## config.mk

```make
export PLATFORM = sky130hd
export DESIGN_NAME = writeback_stage
export DESIGN_NICKNAME = d
export VERILOG_FILES = /design/src/rtl/writeback_stage.sv
export SDC_FILE = /design/constraint.sdc
export NUM_CORES = 1
export LEC_CHECK = 0
export CORE_MARGIN = 3
export CORE_UTILIZATION = 63
export CTS_CLUSTER_DIAMETER = 150
export DETAILED_ROUTE_END_ITERATION = 7
export DONT_BUFFER_PORTS = 1
export PLACE_DENSITY = 0.76
export SYNTH_ARGS = -nofsm -noshare
export SYNTH_HDL_FRONTEND = slang
export SYNTH_SLANG_ARGS = --single-unit
```

## constraint.sdc

```tcl
create_clock -name clock -period 2.4 [get_ports clock]
set_clock_uncertainty 0.2 [all_clocks]
set_input_delay 0.72 -clock clock [delete_from_list [all_inputs] [get_ports clock]]
set_output_delay 0.72 -clock clock [all_outputs]
set_load 0.01 [all_outputs]
```

## src/rtl/writeback_stage.sv

```systemverilog
// Writeback stage: arbitrates ALU and load results onto the register-file write port
// and tracks outstanding destinations. Define WRITEBACK_LOAD_EXT_EN for load byte/half extraction.
module writeback_stage (
    input  logic        clock,
    input  logic        reset,
    input  logic        alu_valid,
    input  logic [4:0]  alu_rd,
    input  logic [31:0] alu_data,
    output logic        alu_ready,
    input  logic        mem_valid,
    input  logic [4:0]  mem_rd,
    input  logic [31:0] mem_data,
    input  logic [2:0]  mem_funct3,
    input  logic [1:0]  mem_addr_low,
    output logic        mem_ready,
    input  logic        issue_valid,
    input  logic [4:0]  issue_rd,
    output logic        rf_we,
    output logic [4:0]  rf_select_d,
    output logic [31:0] rf_input_d,
    output logic [31:0] busy_mask,
    output logic        load_err
);

    typedef struct packed {
        logic [4:0]  rd;
        logic [31:0] data;
        logic        err;
    } wb_res_t;

    logic    rr_ptr;
    logic    conflict;
    logic    accept;
    wb_res_t mem_res;
    wb_res_t sel_res;
    logic [31:0] busy_set;
    logic [31:0] busy_clr;

    // rr_ptr=0 favours mem, 1 favours ALU; only consulted when both offer.
    assign conflict  = !reset && alu_valid && mem_valid;
    assign alu_ready = !reset && alu_valid && (!mem_valid || rr_ptr);
    assign mem_ready = !reset && mem_valid && (!alu_valid || !rr_ptr);
    assign accept    = alu_ready || mem_ready;

`ifdef WRITEBACK_LOAD_EXT_EN
    logic [7:0]  byte_v;
    logic [15:0] half_v;

    always_comb begin
        byte_v      = mem_data[{mem_addr_low, 3'b000} +: 8];
        half_v      = mem_addr_low[1] ? mem_data[31:16] : mem_data[15:0];
        mem_res.rd  = mem_rd;
        mem_res.err = 1'b0;
        case (mem_funct3)
            3'd0:    mem_res.data = {{24{byte_v[7]}}, byte_v};
            3'd1:    mem_res.data = {{16{half_v[15]}}, half_v};
            3'd2:    mem_res.data = mem_data;
            3'd4:    mem_res.data = {24'd0, byte_v};
            3'd5:    mem_res.data = {16'd0, half_v};
            default: begin
                mem_res.data = mem_data;
                mem_res.err  = 1'b1;
            end
        endcase
    end
`else
    logic unused_load_fields;

    assign unused_load_fields = ^{mem_funct3, mem_addr_low};
    assign mem_res = '{rd: mem_rd, data: mem_data, err: 1'b0};
`endif

    assign sel_res  = mem_ready ? mem_res : '{rd: alu_rd, data: alu_data, err: 1'b0};
    assign busy_set = issue_valid ? (32'd1 << issue_rd) : 32'd0;
    assign busy_clr = accept ? (32'd1 << sel_res.rd) : 32'd0;

    always_ff @(posedge clock) begin
        if (reset) begin
            rr_ptr      <= 1'b0;
            rf_we       <= 1'b0;
            rf_select_d <= 5'd0;
            rf_input_d  <= 32'd0;
            busy_mask   <= 32'd0;
            load_err    <= 1'b0;
        end else begin
            if (conflict)
                rr_ptr <= !rr_ptr;
            rf_we    <= accept && (sel_res.rd != 5'd0);
            load_err <= mem_ready && mem_res.err;
            if (accept) begin
                rf_select_d <= sel_res.rd;
                rf_input_d  <= sel_res.data;
            end
            // Set is applied after clear so a same-cycle reissue keeps the bit.
            busy_mask <= ((busy_mask & ~busy_clr) | busy_set) & ~32'd1;
        end
    end

endmodule

```

== Word-level counts from Yosys, hierarchy flattened ==
Index checks and enable logic that the tools add are counted.

* Shifts and indexed selects: 2
* Bitwise logic cells: 3
* Muxes and demuxes: 3
* Reduce and logical (&&, ||, !) cells: 14

{| class="wikitable"
|+ Operator list
! kind !! count
|-
| $mux W32 || 2
|-
| $shl A1 B5 Y32 const A || 2
|-
| $mux W38 || 1
|-
| $and A32 B32 Y32 || 1
|-
| $not A32 Y32 || 1
|-
| $or A32 B32 Y32 || 1
|-
| $logic_and A1 B1 Y1 || 6
|-
| $reduce_bool A5 Y1 || 1
|-
| $logic_not A1 Y1 || 4
|-
| $logic_or A1 B1 Y1 || 3
|}

* Output and inout port bits: 73
* Input bits: 89
* Register bits after elaboration: 71

== Logic depth before layout (Yosys ltp) ==
* Depth in word-level cells: 9
* Depth in mapped cells: 6

== Worst setup path before layout ==
Ideal clock, no wire load.

* Kind: input-to-output
* Start: in reset
* End: out alu_ready
* Buffers on the path: 2
* Slack: 0.134 ns
* Arrival time: 1.346 ns
* Cell stages on the path: 4
* Cells stage by stage: inv_1 > buf_2 > buf_2 > and3_1

* Longest elaborated chain between the ends: 3

{| class="wikitable"
|+ Ends and longest elaborated chain
! what !! RTL line !! RTL
|-
| start, declared || 5 || <nowiki>input logic reset,</nowiki>
|-
| $logic_not A1 Y1 || 41 || <nowiki>assign alu_ready = !reset && alu_valid && (!mem_valid || rr_ptr);</nowiki>
|-
| $logic_and A1 B1 Y1 (2 in series) || 41 ||
|-
| end, declared || 9 || <nowiki>output logic alu_ready,</nowiki>
|}

Every way passes these cells.

== Final worst setup path ==
* Start: in mem_valid
* End: out mem_ready

* Longest elaborated chain between the ends: 2

{| class="wikitable"
|+ Ends and longest elaborated chain
! what !! RTL line !! RTL
|-
| start, declared || 10 || <nowiki>input logic mem_valid,</nowiki>
|-
| $logic_and A1 B1 Y1 (2 in series) || 42 || <nowiki>assign mem_ready = !reset && mem_valid && (!alu_valid || !rr_ptr);</nowiki>
|-
| end, declared || 15 || <nowiki>output logic mem_ready,</nowiki>
|}

Every way passes these cells.

==> results_dict.tcl <==
set metrics [dict create \
    synth_largest_area_cell "dfxtp_1" \
    io_buffers 0 \
    vias 3008 \
    io_pins 162 \
    nets 482 \
    synth_top_area_share_pct 40.95 \
    async_flop_share_pct 0 \
    antenna_found_initial 0 \
    slew_headroom_pct 59.07 \
    cts_resized 0 \
    synth_edf_count 0 \
    place_ws_ns 0.2138 \
    worst_pin_slew_ns 0.6117 \
    wl_per_cell_um 18.69 \
    synth_seq_area_share_pct 40.95 \
    hold_path_class "in -> reg" \
    yosys_most_used_dff "dfxtp_1" \
    syn_area_um2 3422 \
    layout-drive-gt1-share_pct 11.06 \
    yosysWarnings 0 \
    num_antenna_cells 0 \
    cp-end-kind "output pin" \
    p_total_mw 2.509 \
    worstPathArrival_ns 1.27 \
    multi_input_area_um2 1848 \
    worst_slack_ns 0.2097 \
    cp_max_fo 9 \
    drt_iter0_drc 247 \
    syn2layout_area_growth_pct 7.349 \
    worst_path_largest_cell_delay_ns 0.21 \
    maxSlewViolCount 0 \
    ff_latch_area_um2 1401 \
    tns_ns 0 \
    critical_path.top_delay_family "buffers and inverters" \
    dp_hpwl_um 6499 \
    fin_cells 468 \
    final_util_pct 71.02 \
    fin_area_um2 3674 \
    worstSetupPathType "in -> out" \
    drcViolationCount 0 \
    rsz0062_at_grt "no" \
    die_x_um 79.70 \
    num_rows 26 \
    drt-total-wl_um 8749 \
    powerDensity_nw_per_um2 683.1 \
    avgViaCountPerCell 6.427 \
    grt_overflow 0 \
    fmax_ghz 0.4566 \
    initial_utilization_pct 66.16 \
    cellLeakagePower_nw 1.387 \
    grtUsageTotal_pct 27.75 \
    clkSinkCount 70 \
    fill_cells 424 \
    synth_area_leaders "dfxtp_1 41%, mux2i_1 9.7%, a311oi_1 6.9%, nand3_1 5.1%, nor2_1 3.6%" \
    cts_hold_buf 0 \
    postCtsSetupRepairBufs 0 \
    synth.most_common_cell "dfxtp_1" \
    ant_nets 0 \
    cts_htree_levels 3 \
    hold_viol_final 0 \
    setup_viol 0 \
    placed_area_um2 3473 \
    grt_first_pass_wirelength_um 13780 \
    drt_pre_antenna_iters 4 \
    grt_max_degree 45 \
    status "completed" \
    dp_cells 452 \
    worst_setup_path_start_kind "input pin" \
    slowest_stage "inv_2" \
    crit_buf_inv 1 \
    clock_path_buffers 2 \
    synth_commonest_cells "70 x dfxtp_1, 35 x nand3_1, 33 x mux2i_1, 33 x nor2_1, 27 x a311oi_1" \
    fin_crit_ns 2.190 \
    cts_tree "yes" \
    ys_types 49 \
    grt_pass1_vias 2819 \
    core_area_um2 5172 \
    peakVddDrop_mv 0.4441 \
    avgSynthCellArea_um2 8.641 \
    die_area_um2 6352 \
    numCtsBuffers 9 \
    netlist_instances 396 \
    clk_pin_slew_ns 0.07 \
    drv_cap 0 \
    hold_slack_ns 0.2523 \
    clkLatencyLatePin_ns 0.33 \
    ys_ff_latch 70 \
    gp_congestion 0.8479 \
    die_y_um 79.70 \
    crit_required_ns 1.48 \
    fin_crit_sh_pct 91.26 \
    crit_chain "a21boi_2, nand2_2, inv_2" \
    cts_root_buf "clkbuf_8" \
]
worst register-to-register path, stage by stage (launching register included):
cell      delay, ns
dfxtp_1        0.35
a21boi_2       0.18
buf_4          0.20
nand4_1        0.15
a21oi_1        0.43
a311oi_1       0.17
worst paths after layout:
path,startpoint,end,slack (ns),cells past startpoint
setup / recovery,mem_valid,mem_ready,0.21,3
hold / removal,reset,busy_mask[24],0.25,1
setup reg to reg,rr_ptr,busy_mask[27],0.60,5
hold reg to reg,rf_input_d[24],rf_input_d[24],0.31,2
cells in the final DEF, fill, tap and decap left out, drive strengths merged:
cell type  count
a21bo          1
nor2b         10
or3            2
mux2i         33
nand4b         2
a22oi          1
nand2b         7
a21oi         27
nor3b          1
o211ai         2
o31ai          2
conb           2
a211oi         4
and2           1
a211o          1
nand2         23
a311oi        28
a21boi         1
o211a          1
a31oi          3
nor3           4
and3           2
nand4          5
nand3b         1
clkbuf        12
nor2          33
or4            3
clkinv         3
inv           13
buf           10
nand4bb        2
xor2           1
a32oi          2
o21ai         43
nor4b          1
nand3         35
a2111o         1
bufinv         1
or2            4
dfxtp         70
state kept, by name (all words and copies together) (netlist names):
signal,cells
rf_input_d,32
rf_we,1
rf_select_d,5
rr_ptr,1
busy_mask,31
logic make-up (layout without fill, tap and decap cells):
| group | count (synthesis) | after routing | share of synthesized area [%] |
|---|---|---|---|
| compound gates | 117 | 117 | 23.29 |
| flops | 70 | 70 | 40.95 |
| simple gates | 136 | 136 | 20.40 |
| xor+xnor | 1 | 1 | 0.2560 |
| mux | 33 | 33 | 9.653 |
| other cells | 1 | 2 | 0.1096 |
| buf+inv | 38 | 39 | 5.338 |
where the power goes:
part / switching, mW / internal, mW / total, mW
clock: 0.428 / 0.532 / 0.961
combinational: 0.153 / 0.105 / 0.258
sequential: 0.0701 / 1.22 / 1.29
total: 0.652 / 1.86 / 2.51
metal layers:
layer	global-route usage (%)	wire (µm)	up-vias
met5	0	0	-
met4	12.54	189	0
met3	9.029	815	17
met2	45.58	4393	130
met1	32.79	3351	1404
li1	-	-	1457
layout make-up:
type	instances	area share [%]
Multi-Input combinational cell	289	50.31
Sequential cell	70	38.15
Clock buffer	12	4.223
Timing Repair Buffer	10	2.384
Tap cell	70	2.384
Inverter	13	1.328
Clock inverter	4	1.226
Power figures use the tool's default switching activity.
